===== config.mk =====
export PLATFORM = sky130hd
export DESIGN_NAME = pipe_control_unit
export DESIGN_NICKNAME = d
export VERILOG_FILES = /design/src/rtl/pipe_control_unit.sv
export SDC_FILE = /design/constraint.sdc
export NUM_CORES = 1
export LEC_CHECK = 0
export BUFFER_PORTS_ARGS = -buffer_cell sky130_fd_sc_hd__buf_4
export CELL_PAD_IN_SITES_DETAIL_PLACEMENT = 1
export CELL_PAD_IN_SITES_GLOBAL_PLACEMENT = 2
export CORE_UTILIZATION = 30
export CTS_CLUSTER_DIAMETER = 150
export DETAILED_ROUTE_END_ITERATION = 8
export GPL_ROUTABILITY_DRIVEN = 0
export PLACE_DENSITY = 0.81
export SLEW_MARGIN = 20
export SYNTH_ARGS = -nofsm -noshare
export SYNTH_HDL_FRONTEND = slang
export SYNTH_SLANG_ARGS = --single-unit

===== constraint.sdc =====
create_clock -name clk -period 1.7 [get_ports clk]
set_input_delay 0.34 -clock clk [delete_from_list [all_inputs] [get_ports clk]]
set_output_delay 0.34 -clock clk [all_outputs]
set_load 0.005 [all_outputs]

===== src/rtl/pipe_control_unit.sv =====
// Pipelined RISC-V control unit: combinational decode in D, control registers
// carried through E, M and W, branch resolution and a sticky illegal-op flag.
module pipe_control_unit #(
  parameter int ALUCTRL_W = 4,
  parameter bit EN_UPPER  = 1'b1,
  parameter bit EN_JALR   = 1'b1
) (
  input  logic                 clk,
  input  logic                 reset,
  input  logic [6:0]           op,
  input  logic [2:0]           funct3,
  input  logic                 funct7b5,
  input  logic                 FlushE,
  input  logic                 ZeroE,
  input  logic                 LtE,
  input  logic                 LtuE,
  output logic [2:0]           ImmSrcD,
  output logic                 IllegalD,
  output logic                 RegWriteE,
  output logic                 MemWriteE,
  output logic                 ALUSrcE,
  output logic                 JumpE,
  output logic                 BranchE,
  output logic                 JalrE,
  output logic                 AuipcE,
  output logic [1:0]           ResultSrcE,
  output logic [ALUCTRL_W-1:0] ALUControlE,
  output logic                 PCSrcE,
  output logic                 RegWriteM,
  output logic                 MemWriteM,
  output logic [1:0]           ResultSrcM,
  output logic                 RegWriteW,
  output logic [1:0]           ResultSrcW,
  output logic                 IllegalSeen
);

  localparam logic [3:0] ALU_ADD = 4'd0, ALU_SUB = 4'd1, ALU_AND = 4'd2,
                         ALU_OR  = 4'd3, ALU_XOR = 4'd4, ALU_SLT = 4'd5,
                         ALU_SLTU = 4'd6, ALU_SLL = 4'd7, ALU_SRL = 4'd8,
                         ALU_SRA = 4'd9;

  typedef struct packed {
    logic                 regw;
    logic                 memw;
    logic                 alusrc;
    logic                 jump;
    logic                 branch;
    logic                 jalr;
    logic                 auipc;
    logic [1:0]           rsrc;
    logic [ALUCTRL_W-1:0] aluc;
    logic [2:0]           f3;
    logic                 ill;
  } ctrl_t;

  ctrl_t      dec, ctl_e;
  logic [3:0] alu_d;
  logic       cond, seen_r;
  logic       regw_m, memw_m, regw_w;
  logic [1:0] rsrc_m, rsrc_w;

  // funct7b5 only selects sub for register-register ops; shifts use it for both
  function automatic logic [3:0] alu_op(input logic [2:0] f3, input logic f7, input logic rtype);
    case (f3)
      3'b000:  alu_op = (rtype && f7) ? ALU_SUB : ALU_ADD;
      3'b001:  alu_op = ALU_SLL;
      3'b010:  alu_op = ALU_SLT;
      3'b011:  alu_op = ALU_SLTU;
      3'b100:  alu_op = ALU_XOR;
      3'b101:  alu_op = f7 ? ALU_SRA : ALU_SRL;
      3'b110:  alu_op = ALU_OR;
      default: alu_op = ALU_AND;
    endcase
  endfunction

  always_comb begin
    dec      = '0;
    ImmSrcD  = 3'b000;
    IllegalD = 1'b0;
    alu_d    = ALU_ADD;
    case (op)
      7'b0000011: begin dec.regw = 1'b1; dec.alusrc = 1'b1; dec.rsrc = 2'b01; end
      7'b0100011: begin dec.memw = 1'b1; dec.alusrc = 1'b1; ImmSrcD = 3'b001; end
      7'b0110011: begin dec.regw = 1'b1; alu_d = alu_op(funct3, funct7b5, 1'b1); end
      7'b0010011: begin
        dec.regw = 1'b1; dec.alusrc = 1'b1; alu_d = alu_op(funct3, funct7b5, 1'b0);
      end
      7'b1100011: begin
        dec.branch = 1'b1; ImmSrcD = 3'b010; alu_d = ALU_SUB;
        if (funct3[2:1] == 2'b01) IllegalD = 1'b1;
      end
      7'b1101111: begin
        dec.regw = 1'b1; dec.jump = 1'b1; dec.rsrc = 2'b10; ImmSrcD = 3'b011;
      end
      7'b1100111: begin
        if (EN_JALR) begin
          dec.regw = 1'b1; dec.jump = 1'b1; dec.jalr = 1'b1;
          dec.alusrc = 1'b1; dec.rsrc = 2'b10;
        end else IllegalD = 1'b1;
      end
      7'b0110111: begin
        if (EN_UPPER) begin dec.regw = 1'b1; dec.rsrc = 2'b11; ImmSrcD = 3'b100; end
        else IllegalD = 1'b1;
      end
      7'b0010111: begin
        if (EN_UPPER) begin
          dec.regw = 1'b1; dec.auipc = 1'b1; dec.alusrc = 1'b1; ImmSrcD = 3'b100;
        end else IllegalD = 1'b1;
      end
      default: IllegalD = 1'b1;
    endcase
    dec.aluc = ALUCTRL_W'(alu_d);
    dec.f3   = funct3;
    // illegal ops travel as a bubble that only carries the illegal marker
    if (IllegalD) begin
      dec     = '0;
      ImmSrcD = 3'b000;
    end
    dec.ill = IllegalD;
  end

  always_ff @(posedge clk or posedge reset) begin
    if (reset) begin
      ctl_e  <= '0;
      seen_r <= 1'b0;
      regw_m <= 1'b0;
      memw_m <= 1'b0;
      rsrc_m <= 2'b00;
      regw_w <= 1'b0;
      rsrc_w <= 2'b00;
    end else begin
      ctl_e  <= FlushE ? '0 : dec;
      seen_r <= seen_r | ctl_e.ill;
      regw_m <= ctl_e.regw;
      memw_m <= ctl_e.memw;
      rsrc_m <= ctl_e.rsrc;
      regw_w <= regw_m;
      rsrc_w <= rsrc_m;
    end
  end

  always_comb begin
    case (ctl_e.f3)
      3'b000:  cond = ZeroE;
      3'b001:  cond = ~ZeroE;
      3'b100:  cond = LtE;
      3'b101:  cond = ~LtE;
      3'b110:  cond = LtuE;
      3'b111:  cond = ~LtuE;
      default: cond = 1'b0;
    endcase
  end

  assign PCSrcE      = ctl_e.jump | (ctl_e.branch & cond);
  assign RegWriteE   = ctl_e.regw;
  assign MemWriteE   = ctl_e.memw;
  assign ALUSrcE     = ctl_e.alusrc;
  assign JumpE       = ctl_e.jump;
  assign BranchE     = ctl_e.branch;
  assign JalrE       = ctl_e.jalr;
  assign AuipcE      = ctl_e.auipc;
  assign ResultSrcE  = ctl_e.rsrc;
  assign ALUControlE = ctl_e.aluc;
  assign RegWriteM   = regw_m;
  assign MemWriteM   = memw_m;
  assign ResultSrcM  = rsrc_m;
  assign RegWriteW   = regw_w;
  assign ResultSrcW  = rsrc_w;
  // flag is visible as soon as the illegal op occupies Execute, then held
  assign IllegalSeen = seen_r | ctl_e.ill;

endmodule


==> flow_summary.toml <==
[outcome]
outcome = "finished with violations"
violations_in_the_final_reports = "negative setup slack"

[setup_path]
critPathLaunchType = "flip-flop"
worstRegToRegCells = 1
r2r_setup_slack_ns = 0.94
timing.rr.end = "seen_r$_DFF_PP0_"
setup.worst_path.class = "flip-flop to output port"
critical_path_data_required_time_ns = 1.36
end_kind = "output port"
crit-reg2reg-launch = "ctl_e[0]$_DFF_PP0_"
timing.critical_path.arrival_ns = 1.37
timing.critical_path.fanout_max = 2

[drt]
met2_wirelength_um = 1420
num_vias = 959
first_pass_iters = 3
wl_per_cell_um = 13.9
met3RoutedLength_um = 120
via_per_inst = 4.75
route.detailed.drc = 0
initialDrtViolationCount = 17
drt_wl_total_um = 2810
topRoutingLayerUsed = "met4"
drt-met1-wl_um = 1220
ant_nets = 0

[sta]
max_slew.worst_pin.slew_ns = 0.325
highest_achievable_clock_rate_mhz = 586
hold_viol_final = 0
final_min_period_over_clock_period = 1.00
drv_slew = 0
finalCriticalPeriod_ns = 1.71
grt_setup_unrepaired = "true"
final.setup.worst_slack_ns = -0.00519
timing.clock.skew_ns = 0.00115
slew-limit-headroom = 0.783
worst_hold_slack_ns = 0.117
final.setup.tns_ns = -0.00519
setup_violations = 1

[flow_run]
drv_cap = 0

[layout]
fin_util = 0.419
post_route_cells_drive_above_1_share = 0.377
n_antenna_cell = 0
final_net_count = 172
synthToLayoutAreaGrowth_pct = 32.0

[floorplan]
core_area_mm2 = 0.00374
die_height_um = 65.0
fp.dieArea_mm2 = 0.00422
io-pin-count = 43
placementRows = 22
starting_utilization_of_the_core_area = 0.318
die_width_um = 65.0

[yosys]
post_synth_main_area_contributors = "dfrtp_1, buf_4, nor2_1"
netlist.area_leader.share = 0.526
async_flop_share = 1.00
netlist_area_mm2 = 0.00119
yosys.area_share.simple = 0.260
synth_common_cells = "dfrtp_1, nor2_1, nand2_1"
yosys-mux-area-fraction = 0.0168
synth_seq_area_share = 0.526
syn-mean-instance-area_um2 = 10.3
postSynthNetCount = 132
synthAdderAreaFrac = 0
synth-xor-area-share = 0.0221
synth.ff_latch_count = 25
combinational_family_with_the_most_area_after_synthesis = "simple AND/OR/NAND/NOR gates"
yosysTopAreaCell = "dfrtp_1"
synth.most_common_cell = "dfrtp_1"
synth_cell_type_count = 34
synth-edff-count = 0
yosys_warnings = 0
netlist_instances = 115
synth-compound-area-share = 0.0988
postSynth.topFlopCell = "dfrtp_1"

[min_path]
hp-class = "primary input to asynchronous set/reset pin"

[global_routing]
antenna_violations_before_repair = 0
grt.total_usage = 0.145
maximum_number_of_pins_on_one_net_before_global_route_repair = 26
grt.overflow.total = 0
grt_first_pass_wirelength_um = 4650
vias_in_the_first_global_route = 980

[pwr]
leakage_nw = 0.785
vdd_drop_max_mv = 0.379
p_total_w = 0.00109
p_per_area_mw_per_mm2 = 695

[cts]
ctsLongestPathBuffers = 2
cts_tree = "built"
cts_setup_buffers = 0
cts-buffers-inserted = 3
cts_sink_count = 25
hold_buffers = 0
cts-htree-levels = 1
ctsRootBufferMaster = "clkbuf_8"
insertion_delay_ns = 0.26
clk_transition_reported_paths_ns = 0.08

[place]
buffer_ports.inserted = 42
hpwlAfterDp_um = 2190
-- timing repair --
action | CTS | global route
gates resized for setup | 2 | 1
pin swaps | 3 | 2
endpoints found under the setup margin | 1 | 2
-- critical path, stage by stage (launching register included) --
cell and delay (ns):
dfrtp_1 0.38, mux2i_1 0.22, xor2_1 0.16, o21ai_1 0.07
a21o_1 0.16, buf_6 0.11
-- flip-flops by register name, summed over array words and instances (netlist names), 2 cells and up --
name and count:
ALUControlE 4, ctl_e 4, ResultSrcE 2, ResultSrcM 2
ResultSrcW 2
-- where the power goes --
part | leakage [nW] | switching [W] | internal, W
Sequential | 0.341 | 0.00000171 | 0.000599
Combinational | 0.422 | 0.0000837 | 0.0000647
Clock | 0.0217 | 0.000177 | 0.000166
Total | 0.785 | 0.000262 | 0.000829
-- layout make-up --
| cell class | instances | area (um^2) |
|---|---|---|
| clock inverters | 1 | 7.51 |
| well taps | 48 | 60.1 |
| repair buffers | 46 | 349 |
| flip-flops and latches | 25 | 626 |
| clock buffers | 3 | 41.3 |
| multi-input cells | 76 | 475 |
| fillers | 441 | 2170 |
| inverters | 3 | 11.3 |
-- cells by family (layout without fill, tap and decap cells) --
| logic type | after synthesis | after routing |
|---|---|---|
| AO/OA/AOI/OAI | 17 | 17 |
| XOR/XNOR | 3 | 3 |
| buffers and inverters | 14 | 53 |
| flip-flops | 25 | 25 |
| multiplexers | 2 | 2 |
| AND/OR/NAND/NOR | 54 | 54 |
-- per-layer routing --
metal | track usage | up-vias
li1 | - | 466
met1 | 0.179 | 465
met2 | 0.243 | 24
met3 | 0.0246 | 4
met4 | 0.0667 | 0
met5 | 0 | -
-- worst max-delay path by stage --
stage	start	endpoint	slack [ns]	cells past startpoint
2_1_floorplan	op[5]	IllegalD	0.29	4
3_3_place_gp	op[6]	ImmSrcD[0]	0.08	6
3_5_place_dp	op[6]	ImmSrcD[0]	0.04	6
4_1_cts	ctl_e[3]$_DFF_PP0_	PCSrcE	-0.05	5
5_1_grt	ctl_e[3]$_DFF_PP0_	PCSrcE	-0.10	5
6_report	ctl_e[3]$_DFF_PP0_	PCSrcE	-0.005	5
-- stage by stage --
step | cells | worst slack (ns) | instance area [um^2]
after floorplan | 115 | 0.291 | 1190
after global placement | 198 | 0.0753 | 1520
after detailed placement | 198 | 0.0447 | 1520
after CTS | 202 | -0.0474 | 1570
after global routing | 202 | -0.104 | 1570
final | 202 | -0.00519 | 1570
-- placed cells by master, fill, tap and decap left out --
master / synthesis / layout
a211oi_1: 2 / 2
a21o_1: 1 / 1
a21oi_1: 4 / 4
a22o_2: 1 / 1
a31o_1: 1 / 1
a31oi_1: 2 / 2
and3_1: 3 / 3
and3b_4: 1 / 1
buf_4: 6 / 45
buf_6: 2 / 1
clkbuf_8: 0 / 3
clkinvlp_4: 0 / 1
dfrtp_1: 25 / 25
inv_1: 3 / 3
mux2i_1: 2 / 2
nand2_1: 9 / 9
nand2b_1: 3 / 3
nand2b_4: 1 / 1
nand3_1: 5 / 5
nand3b_1: 2 / 2
nor2_1: 12 / 11
nor2_2: 0 / 1
nor2b_1: 3 / 3
nor3_1: 7 / 7
nor3_2: 1 / 1
nor3b_1: 1 / 1
nor4_1: 2 / 2
nor4b_4: 1 / 1
o21ai_0: 4 / 3
o21ai_1: 0 / 1
o21bai_1: 1 / 1
o311ai_2: 1 / 1
or2_1: 1 / 1
or2_2: 1 / 1
or3_1: 1 / 1
xor2_1: 3 / 3
No activity file was read; power rests on OpenSTA's default activity.
